**src/rtl/ttt_pkg.sv**
```systemverilog
// Shared types and constants for the N x N, K-in-a-row game engine.
package ttt_pkg;

  typedef enum logic [1:0] {
    PLAY  = 2'd0,
    CHECK = 2'd1,
    DONE  = 2'd2
  } state_t;

  localparam logic [1:0] RES_NONE = 2'b00;
  localparam logic [1:0] RES_P1   = 2'b01;
  localparam logic [1:0] RES_P2   = 2'b10;
  localparam logic [1:0] RES_DRAW = 2'b11;

  // Width of a cell index for an n x n board.
  function automatic int calc_iw(input int n);
    return (n * n > 1) ? $clog2(n * n) : 1;
  endfunction

endpackage

```
**src/rtl/ttt_line_check.sv**
```systemverilog
// Combinational detector: is there a run of K set cells anywhere on one board
// (rows, columns, diagonals, anti-diagonals)?
module ttt_line_check #(
  parameter int N = 3,
  parameter int K = 3
) (
  input  logic [N*N-1:0] board,
  output logic           win
);

  localparam int CELLS = N * N;

  // Four candidate runs start at each cell: right, down, down-right, down-left.
  logic [4*CELLS-1:0] runs_s;

  function automatic logic run_set(input logic [CELLS-1:0] b, input int start, input int stride);
    logic acc;
    acc = 1'b1;
    for (int k = 0; k < K; k++) begin
      acc = acc & b[start + k * stride];
    end
    return acc;
  endfunction

  for (genvar r = 0; r < N; r++) begin : g_row
    for (genvar c = 0; c < N; c++) begin : g_col
      localparam int S = r * N + c;
      if (c + K <= N) begin : g_h
        assign runs_s[4*S+0] = run_set(board, S, 1);
      end else begin : g_nh
        assign runs_s[4*S+0] = 1'b0;
      end
      if (r + K <= N) begin : g_v
        assign runs_s[4*S+1] = run_set(board, S, N);
      end else begin : g_nv
        assign runs_s[4*S+1] = 1'b0;
      end
      if ((r + K <= N) && (c + K <= N)) begin : g_d
        assign runs_s[4*S+2] = run_set(board, S, N + 1);
      end else begin : g_nd
        assign runs_s[4*S+2] = 1'b0;
      end
      if ((r + K <= N) && (c >= K - 1)) begin : g_a
        assign runs_s[4*S+3] = run_set(board, S, N - 1);
      end else begin : g_na
        assign runs_s[4*S+3] = 1'b0;
      end
    end
  end

  assign win = |runs_s;

endmodule

```
**src/rtl/ttt_game_engine.sv**
```systemverilog
// Two-player N x N, K-in-a-row engine: move validation, board state, win/draw
// detection, per-turn timeout, alternating starter and saturating scores.
module ttt_game_engine
  import ttt_pkg::*;
#(
  parameter  int N       = 3,
  parameter  int K       = 3,
  parameter  int TIMEOUT = 0,
  parameter  int SCORE_W = 4,
  localparam int CELLS   = N * N,
  localparam int IW      = calc_iw(N),
  localparam int CW      = $clog2(N * N + 1)
) (
  input  logic               clock,
  input  logic               reset,
  input  logic               restart,
  input  logic               move_valid,
  input  logic               move_player,
  input  logic [IW-1:0]      move_idx,
  output logic [CELLS-1:0]   board_p1,
  output logic [CELLS-1:0]   board_p2,
  output logic               turn,
  output logic               invalid,
  output logic               timeout,
  output logic [1:0]         result,
  output logic               game_over,
  output logic [CW-1:0]      move_count,
  output logic [SCORE_W-1:0] score_p1,
  output logic [SCORE_W-1:0] score_p2
);

  localparam int TW = (TIMEOUT > 1) ? $clog2(TIMEOUT) : 1;

  state_t             state_r, state_nx_s;
  logic [CELLS-1:0]   board_p1_r, board_p1_nx_s, board_p2_r, board_p2_nx_s;
  logic               turn_r, turn_nx_s, starter_r, starter_nx_s;
  logic               invalid_r, invalid_nx_s, timeout_r, timeout_nx_s;
  logic               game_over_r;
  logic [1:0]         result_r, result_nx_s;
  logic [CW-1:0]      move_count_r, move_count_nx_s;
  logic [SCORE_W-1:0] score_p1_r, score_p1_nx_s, score_p2_r, score_p2_nx_s;
  logic [TW-1:0]      tcnt_r, tcnt_nx_s;

  logic [CELLS-1:0]   cell_mask_s, board_sel_s;
  logic               idx_ok_s, free_s, accept_s, win_s;

  // An out-of-range index shifts the mask to zero, so the cell looks free;
  // idx_ok_s rejects it instead.
  assign cell_mask_s = {{(CELLS-1){1'b0}}, 1'b1} << move_idx;
  assign idx_ok_s    = int'(move_idx) < CELLS;
  assign free_s      = ((board_p1_r | board_p2_r) & cell_mask_s) == {CELLS{1'b0}};
  assign accept_s    = (state_r == PLAY) && move_valid && (move_player == turn_r)
                       && idx_ok_s && free_s;
  assign board_sel_s = turn_r ? board_p2_r : board_p1_r;

  ttt_line_check #(.N(N), .K(K)) u_line_check (
    .board (board_sel_s),
    .win   (win_s)
  );

  // Next-state, board, counter and score logic; restart overrides everything.
  always_comb begin
    state_nx_s      = state_r;
    board_p1_nx_s   = board_p1_r;
    board_p2_nx_s   = board_p2_r;
    turn_nx_s       = turn_r;
    starter_nx_s    = starter_r;
    invalid_nx_s    = 1'b0;
    timeout_nx_s    = 1'b0;
    result_nx_s     = result_r;
    move_count_nx_s = move_count_r;
    score_p1_nx_s   = score_p1_r;
    score_p2_nx_s   = score_p2_r;
    tcnt_nx_s       = tcnt_r;
    if (restart) begin
      board_p1_nx_s   = {CELLS{1'b0}};
      board_p2_nx_s   = {CELLS{1'b0}};
      move_count_nx_s = {CW{1'b0}};
      result_nx_s     = RES_NONE;
      tcnt_nx_s       = {TW{1'b0}};
      starter_nx_s    = ~starter_r;
      turn_nx_s       = ~starter_r;
      state_nx_s      = PLAY;
    end else begin
      if (move_valid && !accept_s) begin
        invalid_nx_s = 1'b1;
      end else begin
        invalid_nx_s = 1'b0;
      end
      case (state_r)
        PLAY: begin
          if (accept_s) begin
            if (turn_r) begin
              board_p2_nx_s = board_p2_r | cell_mask_s;
            end else begin
              board_p1_nx_s = board_p1_r | cell_mask_s;
            end
            move_count_nx_s = move_count_r + CW'(1);
            tcnt_nx_s       = {TW{1'b0}};
            state_nx_s      = CHECK;
          end else if (TIMEOUT > 0) begin
            if (tcnt_r == TW'(TIMEOUT - 1)) begin
              turn_nx_s    = ~turn_r;
              timeout_nx_s = 1'b1;
              tcnt_nx_s    = {TW{1'b0}};
            end else begin
              tcnt_nx_s = tcnt_r + TW'(1);
            end
          end else begin
            tcnt_nx_s = {TW{1'b0}};
          end
        end
        CHECK: begin
          if (win_s) begin
            result_nx_s = turn_r ? RES_P2 : RES_P1;
            if (turn_r) begin
              if (score_p2_r != {SCORE_W{1'b1}}) begin
                score_p2_nx_s = score_p2_r + SCORE_W'(1);
              end else begin
                score_p2_nx_s = score_p2_r;
              end
            end else begin
              if (score_p1_r != {SCORE_W{1'b1}}) begin
                score_p1_nx_s = score_p1_r + SCORE_W'(1);
              end else begin
                score_p1_nx_s = score_p1_r;
              end
            end
            state_nx_s = DONE;
          end else if (move_count_r == CW'(CELLS)) begin
            result_nx_s = RES_DRAW;
            state_nx_s  = DONE;
          end else begin
            turn_nx_s  = ~turn_r;
            state_nx_s = PLAY;
          end
        end
        DONE: begin
          state_nx_s = DONE;
        end
        default: begin
          state_nx_s = PLAY;
        end
      endcase
    end
  end

  // State and output registers with asynchronous clear.
  always_ff @(posedge clock or posedge reset) begin
    if (reset) begin
      state_r      <= PLAY;
      board_p1_r   <= {CELLS{1'b0}};
      board_p2_r   <= {CELLS{1'b0}};
      turn_r       <= 1'b0;
      starter_r    <= 1'b0;
      invalid_r    <= 1'b0;
      timeout_r    <= 1'b0;
      game_over_r  <= 1'b0;
      result_r     <= RES_NONE;
      move_count_r <= {CW{1'b0}};
      score_p1_r   <= {SCORE_W{1'b0}};
      score_p2_r   <= {SCORE_W{1'b0}};
      tcnt_r       <= {TW{1'b0}};
    end else begin
      state_r      <= state_nx_s;
      board_p1_r   <= board_p1_nx_s;
      board_p2_r   <= board_p2_nx_s;
      turn_r       <= turn_nx_s;
      starter_r    <= starter_nx_s;
      invalid_r    <= invalid_nx_s;
      timeout_r    <= timeout_nx_s;
      game_over_r  <= (state_nx_s == DONE);
      result_r     <= result_nx_s;
      move_count_r <= move_count_nx_s;
      score_p1_r   <= score_p1_nx_s;
      score_p2_r   <= score_p2_nx_s;
      tcnt_r       <= tcnt_nx_s;
    end
  end

  assign board_p1   = board_p1_r;
  assign board_p2   = board_p2_r;
  assign turn       = turn_r;
  assign invalid    = invalid_r;
  assign timeout    = timeout_r;
  assign result     = result_r;
  assign game_over  = game_over_r;
  assign move_count = move_count_r;
  assign score_p1   = score_p1_r;
  assign score_p2   = score_p2_r;

endmodule

```
**config.mk**
```make
export PLATFORM = sky130hd
export DESIGN_NAME = ttt_game_engine
export DESIGN_NICKNAME = d
export VERILOG_FILES = /design/src/rtl/ttt_pkg.sv /design/src/rtl/ttt_line_check.sv /design/src/rtl/ttt_game_engine.sv
export SDC_FILE = /design/constraint.sdc
export NUM_CORES = 1
export LEC_CHECK = 0
export CORE_UTILIZATION = 35
export CTS_CLUSTER_DIAMETER = 100
export DETAILED_ROUTE_END_ITERATION = 10
export PLACE_DENSITY = 0.55
export SLEW_MARGIN = 40
export SYNTH_ARGS = -nofsm -noshare
export SYNTH_HDL_FRONTEND = slang
export SYNTH_HIERARCHICAL = 1
export SYNTH_SLANG_ARGS = --single-unit
```
**constraint.sdc**
```tcl
create_clock -name clock -period 2.9 [get_ports clock]
set_input_delay 0.435 -clock clock [delete_from_list [all_inputs] [get_ports clock]]
set_output_delay 0.435 -clock clock [all_outputs]
set_load 0.01 [all_outputs]
```
# Yosys cells after proc, flatten, opt, wreduce, memory -nomap -nowiden
# Index checks and enable logic that the tools add are counted.
# Widths: inputs -> output; s select.
# word_totals
reg_bits,38
in_bits,9
output_inout_bits,36
wordCells,98
# classes
n_addsub,3
magnitude_cmp,1
eq_ne,10
shift,1
muxes,28
bitwise_logic,23
reduce_logical,21
# op_table
op,count
$mux 9,9
$or 9x9->9,3
$mux 2,9
$and 1x1->1,16
$add 4x1->4 const B,3
$mux 4,3
$reduce_and 5->1,2
$and 9x9->9,1
$logic_not 9->1,1
$reduce_and 3->1,3
$shl 1x4->9 const A,1
$ne 4x4->1 const B,2
$reduce_bool 2->1,4
$reduce_or 8->1,1
$mux 1,6
$ne 2x2->1 const B,3
$pmux 2 s3,1
$logic_and 1x1->1,5
$eq 2x2->1 const B,2
$eq 4x4->1 const B,1
$lt 4x4->1 const B,1
$reduce_and 2->1,2
$not 1->1,3
$reduce_bool 3->1,1
other kinds (4),4

# Logic depth before layout (Yosys ltp)
# Gate-level depths: netlist (run 1).
# depth
word_depth,9
ltp_mapped,10
depth_no_buf,9

# Hierarchy
# The synthesis (run 1) kept the hierarchy.
# modules_own_cells
module,instances,cells_per_inst,area_per_inst_um2,seq_area_each_um2
ttt_game_engine,1,194,1983.2,950.9
ttt_line_check,1,6,51.3,0.0

# Worst setup path after synthesis (run 1)
# Ideal clock, no wire load.
# synth_timing
kind,register -> register
from,register turn_r (netlist: turn)
to,register turn_r (netlist: turn)
setup_time_ns,0.135
t_arrival_ns,2.332
required_ns,2.765
setup_slack_ns,0.433
path_stages_with_launch,10
n_path_buf,1
synth_period_minus_slack_ns,2.467
path_cell_list,dfrtp_1 -> clkbuf_1 -> mux2_2 -> a22oi_1 -> a21boi_0 -> a221o_1 -> o21bai_1 -> nor3b_1 -> xnor2_1 -> mux2i_1
# synth_between
elab_chain_cells,6
word_cells_on_any_way,25
cone_classes,eq/ne: 1; mux: 5; bitwise: 17; reduce/logical: 2
# synth_rtl
element,line_no,source
from (decl),ttt_game_engine.sv:36,"logic turn_r, turn_nx_s, starter_r, starter_nx_s;"
from (signal assigned),ttt_game_engine.sv:168,turn_r <= turn_nx_s;
$mux 9 (*),ttt_game_engine.sv:54,assign board_sel_s = turn_r ? board_p2_r : board_p1_r;
named net board_sel_s[0],ttt_game_engine.sv:44,"logic [CELLS-1:0] cell_mask_s, board_sel_s;"
$and 1x1->1 (2 in a row),ttt_line_check.sv:20,acc = acc & b[start + k * stride];
$reduce_or 8->1 (*),ttt_line_check.sv:51,assign win = |runs_s;
named net win_s,ttt_game_engine.sv:45,"logic idx_ok_s, free_s, accept_s, win_s;"
$ne 2x2->1 (no source line) (*),n/a,
$reduce_and 3->1 (no source line) (*),n/a,
# Mark *: on every way through the listed nets, which the timed path passes. The rest lies on a longest branch. The select of a mux whose other input is x is not followed.
# A chain may end at the register's enable or synchronous reset.

# Final worst setup path (run 1)
# Same ends and word-level chain as after synthesis.

==> results.md, run 1 <==
- Sequence of cells on the critical path: mux2_2 > a22oi_1 > a21boi_0 > a221o_1 > o21bai_1 > nor3b_1 > xnor2_1 > mux2i_1
- Setup CP Type: flop to flop
- Ys flop type: dfrtp_1
- Final setup viols: 0
- Number of diodes: 0
- Number of synthesis warnings: 6
- Cell variety after synth: 51
- Vias in the first global route: 1,541
- Unrepaired setup endpoints after global routing: false
- Critical Path Max Stage Delay: 0.72 ns
- Die area: 6120 um^2
- Total Power: 0.00121 W
- Num rows: 27
- Hold_buf cts: 0
- Share of the synthesized area in the top cell type: 0.467
- Vias per cell: 5.19
- Top Ports: 45
- Core area: 5540 um^2
- Port Buffers: 43
- Max clock buf depth: 2
- Core Util, Final: 0.472
- Total GRT Usage: 0.163
- Ranking of synthesized cells by area: dfrtp_1 (47%), o32ai_1 (6.9%), inv_1 (3.7%), nor2_1 (2.6%), ha_1 (2.5%)
- Die W: 78.2 um
- Syn Nets: 213
- Hold Violations, Final: 0
- CTS resizes: 0
- Nature of the critical path endpoint: flop
- Drt drc: 0
- DR vias: 1,631
- Status: finished clean
- Sequential area share after synthesis: 0.467
- DR iter-0 viols: 68
- Netlist Area Pre-Place: 2030 um^2
- Detail Placement HPWL: 3250 um
- Cts bufs inserted: 5
- Slew HR: 0.605
- CTS H-tree lvls: 2
- CP startpoint kind: flop
- Worst-path cell with the longest stage delay: dfrtp_1
- Period minus WS final: 2.62 ns
- Placed inst area: 2530 um^2
- Layout cell share with drive strength beyond 1: 0.132
- Global-route wire length before repair: 7670 um
- Drt total wl: 4640 um
- P_leak: 1.08 nW
- Synth Instances: 200
- Final instance area: 2610 um^2
- PD cells: 463 nW/um^2
- Grt ovf: 0
- DR pass1 iterations: 4
- Worst VDD drop: 279 uV
- Period utilization: 0.904
- Largest area contributor in the netlist: dfrtp_1
- Area of the multi-input gates: 931 um^2
- CTS Root Buffer Type: clkbuf_8
- Worst-path fanout max: 21
- Number of flops mapped to enable cells by yosys: 0
- Initial core utilization: 0.367
- Asr flop ratio synth: 1.00
- ANT nets after route: 0
- Avg Cell Area, Syn: 10.2 um^2
- Commonest non-fill, non-tap cell in the layout: clkdlybuf4s50_1
- Sequential cell area: 951 um^2
- Area growth from synthesis to layout: 28.5%
- Worst path required time: 3.07 ns
- Fin. max-slew vios: 0
- Slew at the pin closest to its max-slew limit: 0.593 ns
- CP arrival: 2.79 ns
- CTS Sinks: 38
- Gpl congestion: 0.804
- Max Freq: 0.382 GHz
- TritonCTS clock tree: built
- Worst-Skew Late Latency: 0.29 ns
- Min-delay worst type: flop to flop
- Wire length per cell: 14.8 um
- Register bit total from synthesis: 38
- Fin nets: 255
- Setup TNS: 0 ns
- Max-cap check violation count: 0
- Die height: 78.2 um
- Post-CTS Setup Bufs: 0
- Commonest non-fill, non-tap cells in the layout: clkdlybuf4s50_1 (43), dfrtp_1 (38), inv_1 (20)
- Largest net degree at the start of global routing: 39
- Setup Skew: 0.00661 ns
- Initial antenna violation count: 0
- Fillers: 547
- Clock-pin slew on the worst setup and hold paths: 0.07 ns
==> Yosys cell counts (2+ instances only) <==
cell,number
dfrtp_1,38
inv_1,20
o32ai_1,16
nor2_1,14
nand2_1,11
o21ai_0,8
a21oi_1,6
clkbuf_1,6
xnor2_1,5
ha_1,4
mux2_2,4
or2_2,4
xor2_1,4
nand3_1,3
nor2b_1,3
o22ai_1,3
or4b_2,3
or4bb_1,3
a22oi_1,2
a311oi_1,2
a41oi_1,2
and3_1,2
and3b_1,2
buf_1,2
buf_2,2
buf_4,2
buf_6,2
nand2b_1,2
nand4_1,2
nor3_1,2
==> critical path, delay by kind of cell (launching register included) <==
kind	cells	cell delay, ns
AO/OA/AOI/OAI	4	0.84
XOR/XNOR	1	0.15
flip-flops	1	0.72
multiplexers	2	0.50
AND/OR/NAND/NOR	1	0.28
==> metrics by stage <==
stage	setup slack (ns)	cells	hold WS (ns)
floorplan	0.433	200	0.438
global placement	0.207	307	0.451
detailed placement	0.172	307	0.457
CTS	0.258	314	0.470
global route	0.118	314	0.508
finish	0.280	314	0.465
==> final timing paths <==
path | from | to | slack [ns] | depth (start not counted)
worst max-delay path | turn | turn | 0.28 | 8
worst min-delay path | starter_r | starter_r | 0.46 | 1
worst max register to register | turn | turn | 0.28 | 8
worst min register to register | starter_r | starter_r | 0.46 | 1
max in group asynchronous | reset | move_count[1] | 2.02 | 3
min in group asynchronous | reset | board_p1[1] | 0.55 | 3
==> registers in the layout (all words and copies together) (netlist names), 2 cells and up <==
name / flops
board_p2: 9
score_p2: 4
state_r: 2
result: 2
board_p1: 9
move_count: 4
score_p1: 4
==> where the power goes <==
part | total (W) | internal (W) | switching [W]
Clock | 0.000350 | 0.000162 | 0.000188
Combinational | 0.000251 | 0.000112 | 0.000139
Sequential | 0.000610 | 0.000554 | 0.0000558
==> cell type report <==
cell class / count / area share
Clock buffer: 5 / 0.0263
Clock inverter: 2 / 0.00383
Inverter: 20 / 0.0287
Multi-Input combinational cell: 128 / 0.356
Sequential cell: 38 / 0.364
Tap cell: 72 / 0.0345
Timing Repair Buffer: 49 / 0.187
==> logic make-up (layout without fill, tap and decap cells) <==
logic type,after synthesis,in the layout,synth area share
XOR/XNOR,9,9,0.0387
AND/OR/NAND/NOR,60,60,0.184
AO/OA/AOI/OAI,49,49,0.181
multiplexers,5,5,0.0271
flip-flops,38,38,0.467
other,1,1,0.00184
buffers and inverters,34,76,0.0750
adder cells (fa/ha/maj),4,4,0.0246
==> per-layer routing <==
layer / routed length [um] / part of all wire / global-route usage / vias up
met2: 1980 / 0.43 / 0.225 / 35
met3: 170 / 0.037 / 0.0419 / 4
li1: - / - / - / 809
met1: 2450 / 0.53 / 0.244 / 783
met4: 41 / 0.0088 / 0.0556 / 0
met5: 0 / 0 / 0 / -
Power figures use the tool's default switching activity.
==> inputs of run 2 (changes only) <==
--- a/config.mk
+++ b/config.mk
@@ -5,6 +5,7 @@
 export SDC_FILE = /design/constraint.sdc
 export NUM_CORES = 1
 export LEC_CHECK = 0
+export CAP_MARGIN = 20
 export CORE_UTILIZATION = 35
 export CTS_CLUSTER_DIAMETER = 100
 export DETAILED_ROUTE_END_ITERATION = 10
==> results of run 2 <==
Final layout, timing and power as in run 1 (identical DEF).
